**config.mk**
```make
export PLATFORM = sky130hd
export DESIGN_NAME = pipeline_hazard_ctrl_flat
export DESIGN_NICKNAME = d
export VERILOG_FILES = /design/src/rtl/pipeline_hazard_ctrl_if.sv /design/src/rtl/pipeline_hazard_ctrl.sv /design/src/flat_wrapper.sv
export SDC_FILE = /design/constraint.sdc
export NUM_CORES = 1
export LEC_CHECK = 0
export BUFFER_PORTS_ARGS = -buffer_cell sky130_fd_sc_hd__buf_2
export CAP_MARGIN = 10
export CORE_MARGIN = 1
export CORE_UTILIZATION = 45
export CTS_CLUSTER_DIAMETER = 80
export CTS_CLUSTER_SIZE = 20
export DETAILED_ROUTE_END_ITERATION = 12
export PLACE_DENSITY_LB_ADDON = 0.12
export SLEW_MARGIN = 15
export SYNTH_ARGS = -nofsm -noshare
export SYNTH_HDL_FRONTEND = slang
export SYNTH_SLANG_ARGS = --single-unit
```
**constraint.sdc**
```tcl
create_clock -name clk -period 2.28 [get_ports clk]
set_input_delay 0.114 -clock clk [delete_from_list [all_inputs] [get_ports clk]]
set_output_delay 0.114 -clock clk [all_outputs]
set_load 0.005 [all_outputs]
```
**src/rtl/pipeline_hazard_ctrl_if.sv**
```systemverilog
// Hazard sources in, pipeline-register control out. The controller uses the slave
// modport; the pipeline, or a bench standing in for it, uses the master modport.
interface pipeline_hazard_ctrl_if #(
  parameter int REG_W = 5,
  parameter int CNT_W = 16
);
  logic [REG_W-1:0] ID_rs1;
  logic [REG_W-1:0] ID_rs2;
  logic             ID_use_rs1;
  logic             ID_use_rs2;
  logic             ID_hlt;
  logic             EX_is_load;
  logic [REG_W-1:0] EX_rd;
  logic             EX_br_taken;
  logic             imem_ready;
  logic             dmem_busy;
  logic             pc_stall;
  logic             IF_ID_stall;
  logic             IF_ID_flush;
  logic             ID_EX_stall;
  logic             ID_EX_flush;
  logic             EX_MEM_stall;
  logic             hlt;
  logic             halted;
  logic [CNT_W-1:0] bubble_cnt;

  modport master (
    output ID_rs1, ID_rs2, ID_use_rs1, ID_use_rs2, ID_hlt,
    output EX_is_load, EX_rd, EX_br_taken, imem_ready, dmem_busy,
    input  pc_stall, IF_ID_stall, IF_ID_flush, ID_EX_stall, ID_EX_flush,
    input  EX_MEM_stall, hlt, halted, bubble_cnt
  );

  modport slave (
    input  ID_rs1, ID_rs2, ID_use_rs1, ID_use_rs2, ID_hlt,
    input  EX_is_load, EX_rd, EX_br_taken, imem_ready, dmem_busy,
    output pc_stall, IF_ID_stall, IF_ID_flush, ID_EX_stall, ID_EX_flush,
    output EX_MEM_stall, hlt, halted, bubble_cnt
  );
endinterface

```
**src/rtl/pipeline_hazard_ctrl.sv**
```systemverilog
// Stall/flush/halt sequencer for the PC and the IF/ID, ID/EX and EX/MEM registers,
// with a halt-drain FSM and a saturating count of cycles lost to bubbles.
module pipeline_hazard_ctrl #(
  parameter int REG_W        = 5,
  parameter int DRAIN_CYCLES = 3,
  parameter int CNT_W        = 16
) (
  input  logic                  clk,
  input  logic                  rst,
  pipeline_hazard_ctrl_if.slave hif,
  output logic [1:0]            dbg_state
);
  localparam int DW = (DRAIN_CYCLES > 1) ? $clog2(DRAIN_CYCLES) : 1;
  localparam logic [DW-1:0]    DRAIN_INIT = DW'(DRAIN_CYCLES - 1);
  localparam logic [CNT_W-1:0] CNT_MAX    = {CNT_W{1'b1}};

  typedef enum logic [1:0] {
    S_RUN    = 2'd0,
    S_DRAIN  = 2'd1,
    S_HALTED = 2'd2
  } state_t;

  state_t           state_q, state_d;
  logic [DW-1:0]    drain_cnt_q, drain_cnt_d;
  logic [CNT_W-1:0] bubble_cnt_q, bubble_cnt_d;

  logic load_use;
  logic pc_stall_c, if_id_stall_c, if_id_flush_c, id_ex_stall_c;
  logic id_ex_flush_c, ex_mem_stall_c, hlt_c, halted_c;

  // Register 0 is hard-wired, so a load targeting it can never create a hazard.
  assign load_use = hif.EX_is_load && (hif.EX_rd != '0) &&
                    ((hif.ID_use_rs1 && (hif.ID_rs1 == hif.EX_rd)) ||
                     (hif.ID_use_rs2 && (hif.ID_rs2 == hif.EX_rd)));

  always_comb begin
    pc_stall_c     = 1'b0;
    if_id_stall_c  = 1'b0;
    if_id_flush_c  = 1'b0;
    id_ex_stall_c  = 1'b0;
    id_ex_flush_c  = 1'b0;
    ex_mem_stall_c = 1'b0;
    hlt_c          = 1'b0;
    halted_c       = 1'b0;
    state_d        = state_q;
    drain_cnt_d    = drain_cnt_q;

    case (state_q)
      S_RUN: begin
        if (hif.dmem_busy) begin
          pc_stall_c     = 1'b1;
          if_id_stall_c  = 1'b1;
          id_ex_stall_c  = 1'b1;
          ex_mem_stall_c = 1'b1;
        end else if (hif.EX_br_taken) begin
          if_id_flush_c = 1'b1;
          id_ex_flush_c = 1'b1;
        end else if (load_use) begin
          pc_stall_c    = 1'b1;
          if_id_stall_c = 1'b1;
          id_ex_flush_c = 1'b1;
        end else if (hif.ID_hlt) begin
          pc_stall_c    = 1'b1;
          if_id_flush_c = 1'b1;
          state_d       = S_DRAIN;
          drain_cnt_d   = DRAIN_INIT;
        end else if (!hif.imem_ready) begin
          pc_stall_c    = 1'b1;
          if_id_flush_c = 1'b1;
        end
      end
      S_DRAIN: begin
        // Older instructions retire behind the HLT; nothing new may enter.
        pc_stall_c    = 1'b1;
        if_id_flush_c = 1'b1;
        if (hif.dmem_busy) begin
          if_id_stall_c  = 1'b1;
          id_ex_stall_c  = 1'b1;
          ex_mem_stall_c = 1'b1;
        end else if (drain_cnt_q == '0) begin
          state_d = S_HALTED;
        end else begin
          drain_cnt_d = drain_cnt_q - DW'(1);
        end
      end
      S_HALTED: begin
        hlt_c      = 1'b1;
        pc_stall_c = 1'b1;
        halted_c   = 1'b1;
      end
      default: begin
        state_d = S_RUN;
      end
    endcase

    bubble_cnt_d = bubble_cnt_q;
    if ((state_q != S_HALTED) && (pc_stall_c || if_id_flush_c || id_ex_flush_c) &&
        (bubble_cnt_q != CNT_MAX)) begin
      bubble_cnt_d = bubble_cnt_q + CNT_W'(1);
    end
  end

  always_ff @(posedge clk) begin
    if (rst) begin
      state_q      <= S_RUN;
      drain_cnt_q  <= '0;
      bubble_cnt_q <= '0;
    end else begin
      state_q      <= state_d;
      drain_cnt_q  <= drain_cnt_d;
      bubble_cnt_q <= bubble_cnt_d;
    end
  end

  // Reset masks every output, including the counter and the debug state.
  assign hif.pc_stall     = pc_stall_c     && !rst;
  assign hif.IF_ID_stall  = if_id_stall_c  && !rst;
  assign hif.IF_ID_flush  = if_id_flush_c  && !rst;
  assign hif.ID_EX_stall  = id_ex_stall_c  && !rst;
  assign hif.ID_EX_flush  = id_ex_flush_c  && !rst;
  assign hif.EX_MEM_stall = ex_mem_stall_c && !rst;
  assign hif.hlt          = hlt_c          && !rst;
  assign hif.halted       = halted_c       && !rst;
  assign hif.bubble_cnt   = rst ? '0 : bubble_cnt_q;
  assign dbg_state        = rst ? S_RUN : state_q;
endmodule

```
**src/flat_wrapper.sv**
```systemverilog
// flat-port wrapper written by rule: the top's interface ports become plain ports
module pipeline_hazard_ctrl_flat 
#(
  parameter int REG_W        = 5,
  parameter int DRAIN_CYCLES = 3,
  parameter int CNT_W        = 16
)
  (clk, rst, dbg_state, hif_ID_rs1, hif_ID_rs2, hif_ID_use_rs1, hif_ID_use_rs2, hif_ID_hlt, hif_EX_is_load, hif_EX_rd, hif_EX_br_taken, hif_imem_ready, hif_dmem_busy, hif_pc_stall, hif_IF_ID_stall, hif_IF_ID_flush, hif_ID_EX_stall, hif_ID_EX_flush, hif_EX_MEM_stall, hif_hlt, hif_halted, hif_bubble_cnt);
  pipeline_hazard_ctrl_if #(.REG_W(REG_W), .CNT_W(CNT_W)) hif_i ();
  input  logic clk;
  input  logic rst;
  output logic [1:0] dbg_state;
  input wire logic [$bits(hif_i.ID_rs1)-1:0] hif_ID_rs1;
  input wire logic [$bits(hif_i.ID_rs2)-1:0] hif_ID_rs2;
  input wire logic [$bits(hif_i.ID_use_rs1)-1:0] hif_ID_use_rs1;
  input wire logic [$bits(hif_i.ID_use_rs2)-1:0] hif_ID_use_rs2;
  input wire logic [$bits(hif_i.ID_hlt)-1:0] hif_ID_hlt;
  input wire logic [$bits(hif_i.EX_is_load)-1:0] hif_EX_is_load;
  input wire logic [$bits(hif_i.EX_rd)-1:0] hif_EX_rd;
  input wire logic [$bits(hif_i.EX_br_taken)-1:0] hif_EX_br_taken;
  input wire logic [$bits(hif_i.imem_ready)-1:0] hif_imem_ready;
  input wire logic [$bits(hif_i.dmem_busy)-1:0] hif_dmem_busy;
  output wire logic [$bits(hif_i.pc_stall)-1:0] hif_pc_stall;
  output wire logic [$bits(hif_i.IF_ID_stall)-1:0] hif_IF_ID_stall;
  output wire logic [$bits(hif_i.IF_ID_flush)-1:0] hif_IF_ID_flush;
  output wire logic [$bits(hif_i.ID_EX_stall)-1:0] hif_ID_EX_stall;
  output wire logic [$bits(hif_i.ID_EX_flush)-1:0] hif_ID_EX_flush;
  output wire logic [$bits(hif_i.EX_MEM_stall)-1:0] hif_EX_MEM_stall;
  output wire logic [$bits(hif_i.hlt)-1:0] hif_hlt;
  output wire logic [$bits(hif_i.halted)-1:0] hif_halted;
  output wire logic [$bits(hif_i.bubble_cnt)-1:0] hif_bubble_cnt;
  assign hif_i.ID_rs1 = hif_ID_rs1;
  assign hif_i.ID_rs2 = hif_ID_rs2;
  assign hif_i.ID_use_rs1 = hif_ID_use_rs1;
  assign hif_i.ID_use_rs2 = hif_ID_use_rs2;
  assign hif_i.ID_hlt = hif_ID_hlt;
  assign hif_i.EX_is_load = hif_EX_is_load;
  assign hif_i.EX_rd = hif_EX_rd;
  assign hif_i.EX_br_taken = hif_EX_br_taken;
  assign hif_i.imem_ready = hif_imem_ready;
  assign hif_i.dmem_busy = hif_dmem_busy;
  assign hif_pc_stall = hif_i.pc_stall;
  assign hif_IF_ID_stall = hif_i.IF_ID_stall;
  assign hif_IF_ID_flush = hif_i.IF_ID_flush;
  assign hif_ID_EX_stall = hif_i.ID_EX_stall;
  assign hif_ID_EX_flush = hif_i.ID_EX_flush;
  assign hif_EX_MEM_stall = hif_i.EX_MEM_stall;
  assign hif_hlt = hif_i.hlt;
  assign hif_halted = hif_i.halted;
  assign hif_bubble_cnt = hif_i.bubble_cnt;
  pipeline_hazard_ctrl #(.REG_W(REG_W), .DRAIN_CYCLES(DRAIN_CYCLES), .CNT_W(CNT_W)) u_core (.clk(clk), .rst(rst), .hif(hif_i), .dbg_state(dbg_state));
endmodule
```
=== Word-level counts from Yosys, hierarchy flattened ===
Cells that the tools add are included.

* Output and inout port bits: 26
* Word-level logic and storage cells: 79
* Bits in registers: 20
* Input port bits: 24

* Reduce and logical (&&, ||, !) cells: 24
* Equality and inequality tests: 13
* Add/sub/neg operators: 2
* Mux-type cells: 36
* Bitwise operators: 1

{| class="wikitable"
|+ Operators with widths
! operator !! number
|-
| 2-bit 2-to-1 mux || 13
|-
| 1-bit 2-to-1 mux || 17
|-
| 16-bit by 1-bit adder with 16-bit output (second input constant) || 1
|-
| 16-bit 2-to-1 mux || 1
|-
| 16-bit != test (second input constant) || 1
|-
| 2-bit != test (second input constant) || 7
|-
| 7-bit AND reduction || 2
|-
| 1-bit logical AND || 12
|-
| 5-bit == test || 2
|-
| 1-bit one-hot mux with 2 select lines || 3
|-
| 2-bit one-hot mux with 3 select lines || 1
|-
| 5-bit nonzero test || 1
|-
| 2-bit zero test || 2
|-
| 2-bit one-hot mux with 2 select lines || 1
|-
| 2-bit OR reduction || 2
|-
| 1-bit logical OR || 3
|-
| 2-bit by 1-bit == test with 1-bit output (second input constant) || 1
|-
| 2-bit == test (second input constant) || 1
|-
| 2-bit by 1-bit != test with 1-bit output (second input constant) || 1
|-
| 2-bit nonzero test || 1
|-
| 2-bit by 1-bit subtractor with 2-bit output (second input constant) || 1
|-
| 1-bit zero test || 1
|-
| 1-bit NOT || 1
|}

=== Depth between registers and ports, before layout ===
* Word-level depth: 12
* Mapped depth: 11
* Mapped depth without buffers: 9

=== Worst setup path before layout ===
Ideal clock, no wire load.

* Kind: flip-flop to flip-flop
* From: register u_core.state_q[0]
* To: register u_core.bubble_cnt_q[12]
* Arrival: 2.248 ns
* Path buffers: 1
* Stages on the path, launching flop included: 11
* Required time: 2.194 ns
* Clock period less this slack: 2.334 ns
* Library setup time: 0.086 ns
* Setup slack: -0.054 ns
* Cells stage by stage: dfxtp_1 > inv_1 > ha_1 > clkbuf_1 > nor2b_1 > nor2_1 > a21oi_1 > a22o_1 > a31oi_4 > or4b_2 > a211oi_1

* Cells in the longest elaborated chain, start to end: 7
* Elaborated cells on any way between the ends: 12
* Those cells by class: 3 x eq/ne; 3 x mux; 6 x reduce/logical

{| class="wikitable"
|+ Ends and longest elaborated chain
! item !! line !! RTL
|-
| start: declaration || pipeline_hazard_ctrl.sv:23 || <nowiki>state_t state_q, state_d;</nowiki>
|-
| start signal: assignment || pipeline_hazard_ctrl.sv:109 || <nowiki>state_q <= state_d;</nowiki>
|-
| 2-bit == test or 2-bit by 1-bit == test with 1-bit output (tied branches) || pipeline_hazard_ctrl.sv:48 || <nowiki>case (state_q)</nowiki>
|-
| 2-bit OR reduction (no source line) || -- ||
|-
| 1-bit one-hot mux with 2 select lines || pipeline_hazard_ctrl.sv:48 ||
|-
| 1-bit logical OR (2 in a row) || pipeline_hazard_ctrl.sv:97 || <nowiki>if ((state_q != S_HALTED) && (pc_stall_c || if_id_flush_c || id_ex_flush_c) &&</nowiki>
|-
| 1-bit logical AND * (2 in a row) || pipeline_hazard_ctrl.sv:97 ||
|-
| end signal: assignment || pipeline_hazard_ctrl.sv:111 || <nowiki>bubble_cnt_q <= bubble_cnt_d;</nowiki>
|-
| end: declaration || pipeline_hazard_ctrl.sv:25 || <nowiki>logic [CNT_W-1:0] bubble_cnt_q, bubble_cnt_d;</nowiki>
|}

Every way passes the cells marked *; elsewhere a longest branch is shown, timed or not.
A chain may end at the register's enable or synchronous reset.

=== Final worst setup path ===
Same ends and word-level chain as after synthesis.

==> run_results.csv <==
group,metric,value,unit
status,status,"finished, final reports clean",
drt,drt_pass1_iterations,4,
synthesis,syn_nets,222,
synthesis,yosysWarningCount,0,
clock_network,clk-insertion-delay-late,0.29,ns
clock_network,postCtsSetupBuffers,0,
synthesis,ys_types,44,
layout,finalInstanceArea,1940,um^2
pwr,power.leakage,0.884,nW
flow_run,max-cap-violations,0,
setup_path,slowest_stage,"or4b_2",
pwr,clockPowerShare,0.149,
synthesis,syn_area,1530,um^2
synthesis,synth_area_leaders,"dfxtp_1 (26%), nor2b_1 (8.2%), nor2_1 (5.9%)",
clock_network,cts_tree,"built",
layout,seq_area,400,um^2
synthesis,synth-edff-count,0,
clock_network,ctsHtreeMaxLevel,1,
die,core_area,3150,um^2
synthesis,synthAdderAreaFrac,0.0489,
synthesis,ys_ff_latch,20,
layout,num-nets-final,281,
synthesis,syn_avg_cell_area,7.99,um^2
layout,syn2layout_area_growth,26.3,%
global_route,first_global_vias,1207,
synthesis,netlist_instances,192,
clock_network,path_clk_slew,0.11,ns
synthesis,synth.most_common_cell,"nor2_1",
drt,postRouteAntennaNets,0,
timing,skew,0.00372,ns
placed_design,placedCellCount,289,
synthesis,yosysTopAreaCellShare,0.261,
setup_path,crit_buf_inv,1,
timing,slew_viol_final,0,
layout,post-route-util,0.614,
timing,tightest_slew,0.523,ns
drt,drtIter0Drc,60,
global_route,antenna_found_initial,0,
drt,vias,1503,
pwr,switching_share,0.377,
setup_path,cp-start-kind,"register",
synthesis,synthFlopType,"dfxtp_1",
worst_hold_path,worstHoldPathType,"in -> reg",
setup_path,path_cells,"inv_1 > ha_1 > nor2b_2 > nor2_1 > a21oi_1 > a22o_2 > a31oi_2 > or4b_2 > a211oi_1",
die,die_h,60.4,um
timing,setup_viol,0,
pwr,power_frac_comb,0.486,
die,io_pins,50,
setup_path,max_stage_delay,0.64,ns
pwr,intPower,0.000703,W
synthesis,synth_top_family_by_area,"simple AND/OR/NAND/NOR gates",
pwr,seq_power_share,0.364,
synthesis,synthTopCellsByCount,"nor2_1 (24), dfxtp_1 (20), nor2b_1 (20), xnor2_1 (10), a21oi_1 (9)",
global_route,track_usage,0.180,
placed_design,gp_congestion,0.786,
timing,post-route-min-period,2.21,ns
synthesis,synth_compound_area_frac,0.147,
setup_path,end_kind,"register",
clock_network,cts_root_buffer,"clkbuf_4",
pwr,power_density,582,nW/um^2
synthesis,synthArstFlopShare,0,
timing,slew_headroom,0.647,
synthesis,synth-xor-area-share,0.0571,
drt,drc,0,
global_route,grt_pass1_wl,5.08,mm
global_route,grt.overflow.total,0,
die,initial_utilization,0.487,
synthesis,synth_area_leader_cell,"dfxtp_1",
setup_path,critical_path_class,"reg -> reg",
die,fp.dieArea,3650,um^2
pwr,vdd_drop_max,343,uV
layout,drive_above_1_share,0.337,
clock_network,numCtsBuffers,3,
timing,fmax,0.452,GHz
setup_path,worstPathMaxFanout,6,
placed_design,dpl-instance-area,1890,um^2
synthesis,yosys.area_share.simple,0.335,
drt,vias_per_cell,5.13,
clock_network,clock_path_buffers,2,
die,num_rows,20,
timing,fin_crit_sh,0.970,
clock_network,clock-sinks,20,
layout,diodes,0,
placed_design,hpwl,2.51,mm
placed_design,port_buffers,49,
pwr,power.switching,0.000425,W
timing,final_hold_viol_count,0,
pwr,power,0.00113,W
global_route,grt_max_degree,25,
setup_path,critical_path_required,2.50,ns
layout,fillCellCount,314,
setup_path,critPathTopFamily,"simple AND/OR/NAND/NOR gates",
synthesis,muxShareOfSynthArea,0.0946,
die,dieWidth,60.4,um
synthesis,yosysSeqAreaShare,0.261,
drt,wire_per_inst,11.6,um
drt,wirelength,3.39,mm
layout,stdcell_count,293,
layout,multi_input_area,1070,um^2
setup_path,cp.arrival,2.43,ns
[registers in the layout, summed over array words and instances, names as in the netlist]
signal and cells:
u_core.drain_cnt_q 2, u_core.state_q 2, u_core.bubble_cnt_q 16
[through the flow]
stage,hold slack [ns],setup TNS (ns),setup WS (ns)
floorplan,0.263,0,0.0142
global placement,0.479,0,0.0242
detailed placement,0.483,-0.0668,-0.0332
CTS,0.179,0,0.0552
global route,0.183,-0.0357,-0.0357
finish,0.184,0,0.0681
[cell type report]
| cell class | count | area share |
|---|---|---|
| multi-input combinational | 154 | 0.553 |
| timing repair buffer | 64 | 0.185 |
| inverter | 8 | 0.0155 |
| clock buffer | 3 | 0.0116 |
| tap | 44 | 0.0284 |
| sequential | 20 | 0.207 |
[cell usage in the layout (no fill, tap or decap), types with 4 or more instances in the layout]
master     n
a21oi_1    9
and3_1     4
buf_2     49
buf_4     15
dfxtp_1   20
ha_1       5
inv_1      7
mux2_1     5
mux2_2     7
nand2_1    7
nand2b_1   5
nand3_1    6
nor2_1    24
nor2b_1   19
nor3_1     6
nor4_1     4
o21ai_0    6
xnor2_1   10
[logic make-up (layout without fill, tap and decap cells)]
logic type      after synthesis  in the layout
simple gates                 93             93
compound gates               31             32
flops                        20             20
buf+inv                      19             75
mux                          13             13
xor+xnor                     10             10
fa+ha+maj                     6              6
[metal layers]
metal,vias up,global-route usage,routed length [um],part of all wire
li1,800,-,-,-
met1,648,0.245,1740,0.51
met2,53,0.286,1440,0.42
met3,2,0.0277,183,0.054
met4,0,0.0698,27,0.0080
met5,-,0,0,0
[final timing paths]
kind,depth (start not counted),slack (ns),to,start
setup / recovery,9,0.07,u_core.bubble_cnt_q[12]$_SDFFE_PP0P_,u_core.state_q[0]$_SDFFE_PP0P_
hold / removal,2,0.18,u_core.state_q[1]$_SDFFE_PP0P_,rst
setup reg to reg,9,0.07,u_core.bubble_cnt_q[12]$_SDFFE_PP0P_,u_core.state_q[0]$_SDFFE_PP0P_
hold reg to reg,2,0.50,u_core.drain_cnt_q[0]$_SDFFE_PP0P_,u_core.drain_cnt_q[0]$_SDFFE_PP0P_
[timing repair]
action | CTS | global route
gates resized for setup | 0 | 5
setup endpoints to repair | 0 | 16
hold buffers | 0 | 0
[power by group through the flow]
stage | registers (W) | logic, W | clock network (W)
finish | 0.000411 | 0.000548 | 0.000168
global placement | 0.000417 | 0.000506 | 0
global route | 0.000415 | 0.000606 | 0.000193
detailed placement | 0.000418 | 0.000509 | 0
floorplan | 0.000413 | 0.000358 | 0
CTS | 0.000410 | 0.000511 | 0.000174
(Power assumes the default switching activity.)
